<file path="config.mk">
export PLATFORM = sky130hd
export DESIGN_NAME = store_align_buffer
export DESIGN_NICKNAME = d
export VERILOG_FILES = /design/src/rtl/store_align_buffer.sv
export SDC_FILE = /design/constraint.sdc
export NUM_CORES = 1
export LEC_CHECK = 0
export CORE_AREA = 4 4 165 167
export CTS_CLUSTER_SIZE = 12
export DETAILED_ROUTE_END_ITERATION = 10
export DIE_AREA = 0 0 169 171
export PLACE_DENSITY = 0.86
export SLEW_MARGIN = 0
export SYNTH_ARGS = -nofsm -noshare
export SYNTH_HDL_FRONTEND = slang
export SYNTH_SLANG_ARGS = --single-unit
</file>
<file path="constraint.sdc">
create_clock -name clk -period 9.8 [get_ports clk]
set_input_delay 1.96 -clock clk [delete_from_list [all_inputs] [get_ports clk]]
set_output_delay 1.96 -clock clk [all_outputs]
set_load 0.005 [all_outputs]
</file>
<file path="src/rtl/store_align_buffer.sv">
// Store-side alignment buffer: checks store legality, lane-aligns data and strobes,
// and queues word-aligned writes in a small FIFO that drains to the data memory.
module store_align_buffer #(
  parameter int XLEN  = 32,
  parameter int DEPTH = 4
) (
  input  logic              clk,
  input  logic              rst_n,
  input  logic [2:0]        StoreTypeM,
  input  logic              store_valid,
  output logic              store_ready,
  input  logic [XLEN-1:0]   store_addr,
  input  logic [XLEN-1:0]   store_data,
  output logic              store_err,
  output logic              mem_wvalid,
  input  logic              mem_wready,
  output logic [XLEN-1:0]   mem_waddr,
  output logic [XLEN-1:0]   mem_wdata,
  output logic [XLEN/8-1:0] mem_wstrb,
  input  logic              ld_chk_valid,
  input  logic [XLEN-1:0]   ld_chk_addr,
  output logic              ld_conflict,
  output logic              empty
);

  localparam int STRBW = XLEN / 8;
  localparam int OFFW  = $clog2(STRBW);
  localparam int PTRW  = $clog2(DEPTH);
  localparam int CNTW  = PTRW + 1;
  localparam logic [XLEN-1:0] WORD_MASK = ~XLEN'(STRBW - 1);

  logic [XLEN-1:0]  addrMem_q [DEPTH];
  logic [XLEN-1:0]  dataMem_q [DEPTH];
  logic [STRBW-1:0] strbMem_q [DEPTH];

  logic [PTRW-1:0] wptr_q, wptr_d;
  logic [PTRW-1:0] rptr_q, rptr_d;
  logic [CNTW-1:0] count_q, count_d;
  logic            err_q, err_d;

  logic [OFFW-1:0]  byteOff;
  logic [OFFW+2:0]  bitShift;
  logic             legal;
  logic [XLEN-1:0]  encData;
  logic [STRBW-1:0] encStrb;
  logic             accept, push, pop;
  logic [PTRW-1:0]  idx;
  logic             hit;

  assign byteOff  = store_addr[OFFW-1:0];
  assign bitShift = {byteOff, 3'b000};

  always_comb begin
    legal   = 1'b0;
    encData = '0;
    encStrb = '0;
    case (StoreTypeM)
      3'b000: begin
        legal   = 1'b1;
        encData = XLEN'(store_data[7:0]) << bitShift;
        encStrb = STRBW'(1) << byteOff;
      end
      3'b001: begin
        legal   = ~byteOff[0];
        encData = XLEN'(store_data[15:0]) << bitShift;
        encStrb = STRBW'(2'b11) << byteOff;
      end
      3'b010: begin
        legal   = (byteOff[1:0] == 2'b00);
        encData = XLEN'(store_data[31:0]) << bitShift;
        encStrb = STRBW'(4'b1111) << byteOff;
      end
      default: legal = 1'b0;
    endcase
  end

  assign empty       = (count_q == '0);
  assign store_ready = (count_q != CNTW'(DEPTH));
  assign mem_wvalid  = ~empty;
  assign accept      = store_valid & store_ready;
  assign push        = accept & legal;
  assign pop         = mem_wvalid & mem_wready;
  assign store_err   = err_q;

  always_comb begin
    wptr_d  = wptr_q + PTRW'(push);
    rptr_d  = rptr_q + PTRW'(pop);
    count_d = count_q + CNTW'(push) - CNTW'(pop);
    err_d   = accept & ~legal;
  end

  // Payload storage is left unreset; the head outputs are masked while empty.
  always_ff @(posedge clk) begin
    if (!rst_n) begin
      wptr_q  <= '0;
      rptr_q  <= '0;
      count_q <= '0;
      err_q   <= 1'b0;
    end else begin
      wptr_q  <= wptr_d;
      rptr_q  <= rptr_d;
      count_q <= count_d;
      err_q   <= err_d;
      if (push) begin
        addrMem_q[wptr_q] <= store_addr & WORD_MASK;
        dataMem_q[wptr_q] <= encData;
        strbMem_q[wptr_q] <= encStrb;
      end
    end
  end

  assign mem_waddr = empty ? '0 : addrMem_q[rptr_q];
  assign mem_wdata = empty ? '0 : dataMem_q[rptr_q];
  assign mem_wstrb = empty ? '0 : strbMem_q[rptr_q];

  // Only occupied slots, counted from the head, take part in the load check.
  always_comb begin
    hit = 1'b0;
    idx = '0;
    for (int i = 0; i < DEPTH; i++) begin
      idx = rptr_q + PTRW'(i);
      if ((CNTW'(i) < count_q) && (addrMem_q[idx] == (ld_chk_addr & WORD_MASK)))
        hit = 1'b1;
    end
  end

  assign ld_conflict = ld_chk_valid & hit;

endmodule

</file>
=== Word-level counts from Yosys, hierarchy flattened ===
Memory sizes are Yosys's and may differ from the RTL's. A register that Yosys moved wholly into a read port is not among the register bits.
Index checks and enable logic that the tools add are counted.

* Register bits: 8
* Bits in latches: 0
* Memory bits (writable): 264
* Bits in read-only memories: 0
* Input bits: 104
* Output and inout port bits: 73
* Word-level logic and storage cells: 62
* Memories kept: 3

* Add/subtract/negate cells: 7
* Multiply operators: 0
* Div/mod/pow operators: 0
* Magnitude comparators: 4
* Eq/ne operators: 7
* Shifts and indexed selects: 6
* Muxes and demuxes: 16
* Bitwise logic cells: 8
* Reductions and logical operators: 7

{| class="wikitable"
|+ Memory list
! name !! depth !! bits a word !! read ports !! clocked after memory_dff !! write ports !! line !! RTL
|-
| dataMem_q || 4 || 32 || 1 || 1 || 1 || 33 || <nowiki>logic [XLEN-1:0] dataMem_q [DEPTH];</nowiki>
|-
| addrMem_q || 4 || 30 || 4 || 1 || 1 || 32 || <nowiki>logic [XLEN-1:0] addrMem_q [DEPTH];</nowiki>
|-
| strbMem_q || 4 || 4 || 1 || 1 || 1 || 34 || <nowiki>logic [STRBW-1:0] strbMem_q [DEPTH];</nowiki>
|}

{| class="wikitable"
|+ Operators with widths
! operator !! count
|-
| $eq A32 B32 Y1 || 4
|-
| $pmux W32 S3 || 1
|-
| $mux W32 || 2
|-
| $shl A16 B5 Y32 || 1
|-
| $shl A32 B5 Y32 || 1
|-
| $shl A8 B5 Y32 || 1
|-
| $pmux W4 S3 || 1
|-
| $mux W1 || 7
|-
| $logic_not A3 Y1 || 2
|-
| $lt A1 B3 Y1 const A || 2
|-
| $lt A2 B3 Y1 const A || 2
|-
| $mux W2 || 3
|-
| $and A1 B1 Y1 || 5
|-
| $add A2 B1 Y2 || 2
|-
| $add A2 B2 Y2 const B || 2
|-
| $logic_and A1 B1 Y1 || 4
|-
| $mux W4 || 1
|-
| $shl A1 B2 Y4 const A || 1
|-
| $shl A2 B2 Y4 const A || 1
|-
| $shl A4 B2 Y4 const A || 1
|-
| $add A3 B1 Y3 || 1
|-
| $eq A3 B1 Y1 const B || 1
|-
| $eq A3 B2 Y1 const B || 1
|-
| $ne A3 B3 Y1 const B || 1
|-
| 5 further kinds || 7
|}

=== Logic depth before layout (Yosys ltp) ===
An unclocked memory read counts as a cell.

* Depth in word-level cells: 8
* Gate-level depth with buffers: 11
* Gate-level depth less buffers: 11

=== Worst setup path after synthesis ===
Ideal clock, no wire load.

* Path kind: input -> register
* Start point: input port store_addr[1]
* End point: memory addrMem_q[0][0] (netlist name), enable pin
* Setup time: 572 ps
* Data arrival time: 7,054 ps
* Data required time: 9,228 ps
* Path slack: 2,174 ps
* Stages: 6
* Path buffers: 0
* Cell sequence: o21ai_0 a21oi_1 nor2_1 and3_1 nand2_1 nor3_1

* Word-level cells in the longest chain between the ends: 6

{| class="wikitable"
|+ Ends and longest elaborated chain
! item !! line !! RTL
|-
| start, declared || 12 || <nowiki>input logic [XLEN-1:0] store_addr,</nowiki>
|-
| $logic_not A2 Y1 || 69 || <nowiki>legal = (byteOff[1:0] == 2'b00);</nowiki>
|-
| $pmux W1 S3 || 57 || <nowiki>case (StoreTypeM)</nowiki>
|-
| $and A1 B1 Y1 || 81 || <nowiki>assign push = accept & legal;</nowiki>
|-
| $mux W1 || 104 || <nowiki>if (push) begin</nowiki>
|-
| $mux W1 || 94 || <nowiki>if (!rst_n) begin</nowiki>
|-
| $mux W1 (not written as such) || 105 || <nowiki>addrMem_q[wptr_q] <= store_addr & WORD_MASK;</nowiki>
|-
| end, declared || 32 ||
|}

Every way passes these cells.

=== Worst setup path in the final report ===
* Start point: input port ld_chk_addr[5]
* End point: output port ld_conflict

* Word-level cells in the longest chain between the ends: 7
* Elaborated cells between the ends (all ways): 13
* Those cells by class: eq/ne (4); mux (4); bitwise (1); reduce/logical (4)

{| class="wikitable"
|+ Ends and longest elaborated chain
! item !! line !! RTL
|-
| start, declared || 21 || <nowiki>input logic [XLEN-1:0] ld_chk_addr,</nowiki>
|-
| $eq A32 B32 Y1 || 122 || <nowiki>if ((CNTW'(i) < count_q) && (addrMem_q[idx] == (ld_chk_addr & WORD_MASK)))</nowiki>
|-
| $logic_and A1 B1 Y1 || 122 ||
|-
| $mux W1 (3 in a row) || 122 ||
|-
| $mux W1 * || 122 ||
|-
| $and A1 B1 Y1 * || 127 || <nowiki>assign ld_conflict = ld_chk_valid & hit;</nowiki>
|-
| end, declared || 22 || <nowiki>output logic ld_conflict,</nowiki>
|}

Every way passes the cells marked *; elsewhere a longest branch is shown, timed or not.

==> flow_summary.json <==
{
  "cp_slowest_stage_delay_ns": 0.68,
  "ys.warnings.count": 0,
  "seqPwrFrac": 0.362,
  "end_kind": "primary output",
  "cts.sink_count": 272,
  "p_sw_frac": 0.310,
  "crit_chain": "clkdlybuf4s50_1, and2_1, or4_1, or3_1, a2111oi_2, a22oi_1, a31oi_1, clkdlybuf4s50_1",
  "core_sq_mm": 0.0258,
  "drt-vias-per-instance": 6.36,
  "die_w_um": 169,
  "ant_nets": 0,
  "hpwlAfterDp_um": 28300,
  "combPwrFrac": 0.381,
  "ctsHoldBuffers": 0,
  "wire_per_inst_um": 25.6,
  "power_mw": 3.67,
  "initial_utilization": 0.565,
  "layout_common_cells": "edfxtp_1, clkdlybuf4s50_1, mux2i_1",
  "path_clk_slew_ns": 0.06,
  "syn_inst": 1088,
  "synth_top_area_frac": 0.544,
  "slowest_stage": "clkdlybuf4s50_1",
  "grt.overflow.total": 0,
  "drc_errors": 0,
  "fin_crit_ns": 7.39,
  "hp-class": "flop to flop",
  "synth-seq-cells": 272,
  "synthFlopType": "edfxtp_1",
  "routed_wl_um": 40400,
  "ys_seq_area_frac": 0.555,
  "first_iter_violations": 1012,
  "instances_no_fill": 1576,
  "final_core_util": 0.672,
  "placed_cell_area_sq_mm": 0.0165,
  "crit_cells": 8,
  "status": "complete, no violations",
  "max_freq_ghz": 0.135,
  "worst-r2r-cell-count": 6,
  "grt_usage": 0.276,
  "via_count": 10000,
  "cts_buffers": 28,
  "layout_commonest_cell": "edfxtp_1",
  "grt_pass1_vias": 10100,
  "setup_viol": 0,
  "finClkSkew_ns": 0.0167,
  "grt_first_pass_wirelength_um": 60700,
  "io_buffers": 172,
  "hold_viol": 0,
  "die_h_um": 171,
  "nets": 1333,
  "antenna_found_initial": 3,
  "cts-root-buf": "clkbuf_16",
  "pwr-share-clk": 0.257,
  "internal_power_mw": 2.53,
  "regArea_sq_mm": 0.00810,
  "io-pin-count": 177,
  "crit_arrival_ns": 5.43,
  "syn_avg_cell_area_sq_um": 13.4,
  "crit_type": "primary input to primary output",
  "synth_cell_types": 61,
  "crit_buf_inv": 2,
  "worst_pin_slew_ns": 1.01,
  "multiInputGateArea_sq_mm": 0.00608,
  "yosysTopAreaCell": "edfxtp_1",
  "cp.required_ns": 7.84,
  "clockBufferDepth": 3,
  "grt_max_degree": 108,
  "start_kind": "primary input",
  "drv_cap": 0,
  "cts-resized-gates": 0,
  "p_leak_nw": 5.50,
  "synth-async-reset-ratio": 0,
  "drv_slew": 0,
  "crit_family": "simple AND/OR/NAND/NOR gates",
  "ir_worst_vdd_v": 0.000184,
  "placedCellCount": 1527,
  "power_density_mw_per_mm2": 212,
  "routabilityCongestion": 1.05,
  "final_area_sq_mm": 0.0173,
  "std_cell_rows": 59,
  "synth_edf_count": 264,
  "drtPass1Iterations": 6,
  "die_area_sq_mm": 0.0289,
  "path_max_fanout": 11,
  "fillerInstances": 1886,
  "cts_tree": "done",
  "rsz0062_at_grt": "no",
  "syn_area_sq_mm": 0.0146,
  "finalSetupTns_ns": 0,
  "h-tree-depth": 1,
  "holdPathStages": 2,
  "min_period_over_period": 0.754,
  "yosys-top-cells-area": "edfxtp_1, mux2i_1, mux4_2",
  "postCtsSetupBuffers": 0,
  "insertion_delay_ns": 0.54,
  "cp_common_cell": "clkdlybuf4s50_1",
  "area_growth_pct": 18.8,
  "p_switching_mw": 1.14,
  "drive_above_1_share": 0.0952,
  "relSlewSlack": 0.322
}
[worst min-delay path: stages, from the launching register on]
cell,delay (ns)
dfxtp_1,0.37
xor2_1,0.15
and2_1,0.13
[cells in the mapped netlist, types with 8 or more instances]
library cell / n
a211oi_1: 24
a21oi_1: 42
a22oi_1: 8
a41oi_1: 8
and2_1: 54
and3_1: 22
buf_1: 15
buf_2: 18
buf_4: 10
clkbuf_1: 41
dfxtp_1: 8
edfxtp_1: 264
inv_1: 10
mux2_2: 13
mux2i_1: 142
mux4_2: 50
nand2_1: 40
nand3_1: 15
nand4_1: 15
nor2_1: 62
nor2b_1: 8
nor3_1: 10
nor4_1: 13
o21ai_0: 13
o22ai_1: 13
xnor2_1: 52
xor2_1: 40
[flip-flops by register name, summed over array words and instances, names as in the netlist]
signal and flops:
count_q 3, dataMem_q 128, store_err 1, rptr_q 2, wptr_q 2, strbMem_q 16
addrMem_q 120
[cell type report]
type                       instances  share of cell area
antenna                            1            0.000145
clock buffer                      41              0.0445
inverter                          12             0.00260
multi-input combinational        720               0.351
clock inverter                     7             0.00166
timing repair buffer             188               0.108
sequential                       272               0.468
tap                              335              0.0242
[final timing paths]
check,start,end,slack [ns]
setup / recovery,ld_chk_addr[5],ld_conflict,2.41
setup reg to reg,count_q[2],addrMem_q[1][20],7.04
hold / removal,wptr_q[1],wptr_q[1],0.67
hold reg to reg,wptr_q[1],wptr_q[1],0.67
[power groups by stage]
stage                     clock network, mW  logic (mW)  registers [mW]
after floorplan                           0       0.824            1.33
after global placement                    0        1.38            1.35
after detailed placement                  0        1.39            1.35
after CTS                             0.959        1.40            1.33
after global routing                   1.01        1.50            1.33
final                                 0.943        1.40            1.33
[cell families after synthesis]
| kind of cell | synth area share |
|---|---|
| other | 0.000257 |
| XOR/XNOR | 0.0553 |
| buffers and inverters | 0.0296 |
| AND/OR/NAND/NOR | 0.0893 |
| AO/OA/AOI/OAI | 0.0743 |
| adder cells (fa/ha/maj) | 0.00653 |
| flip-flops | 0.555 |
| multiplexers | 0.190 |
[metal layers]
layer / up-vias / track usage / part of all wire
met3: 109 / 0.0490 / 0.078
met1: 4947 / 0.366 / 0.40
met5: - / 0 / 0.00064
met4: 4 / 0.105 / 0.043
met2: 479 / 0.460 / 0.48
li1: 4477 / - / -
[stage by stage]
step                hold WS, ns  setup WS, ns
floorplan                 0.559          2.17
global placement          0.622          2.45
detailed placement        0.648          2.54
CTS                       0.672          2.53
global route              0.694          2.42
finish                    0.675          2.41
Note: power is estimated with default switching activity, not from simulation.
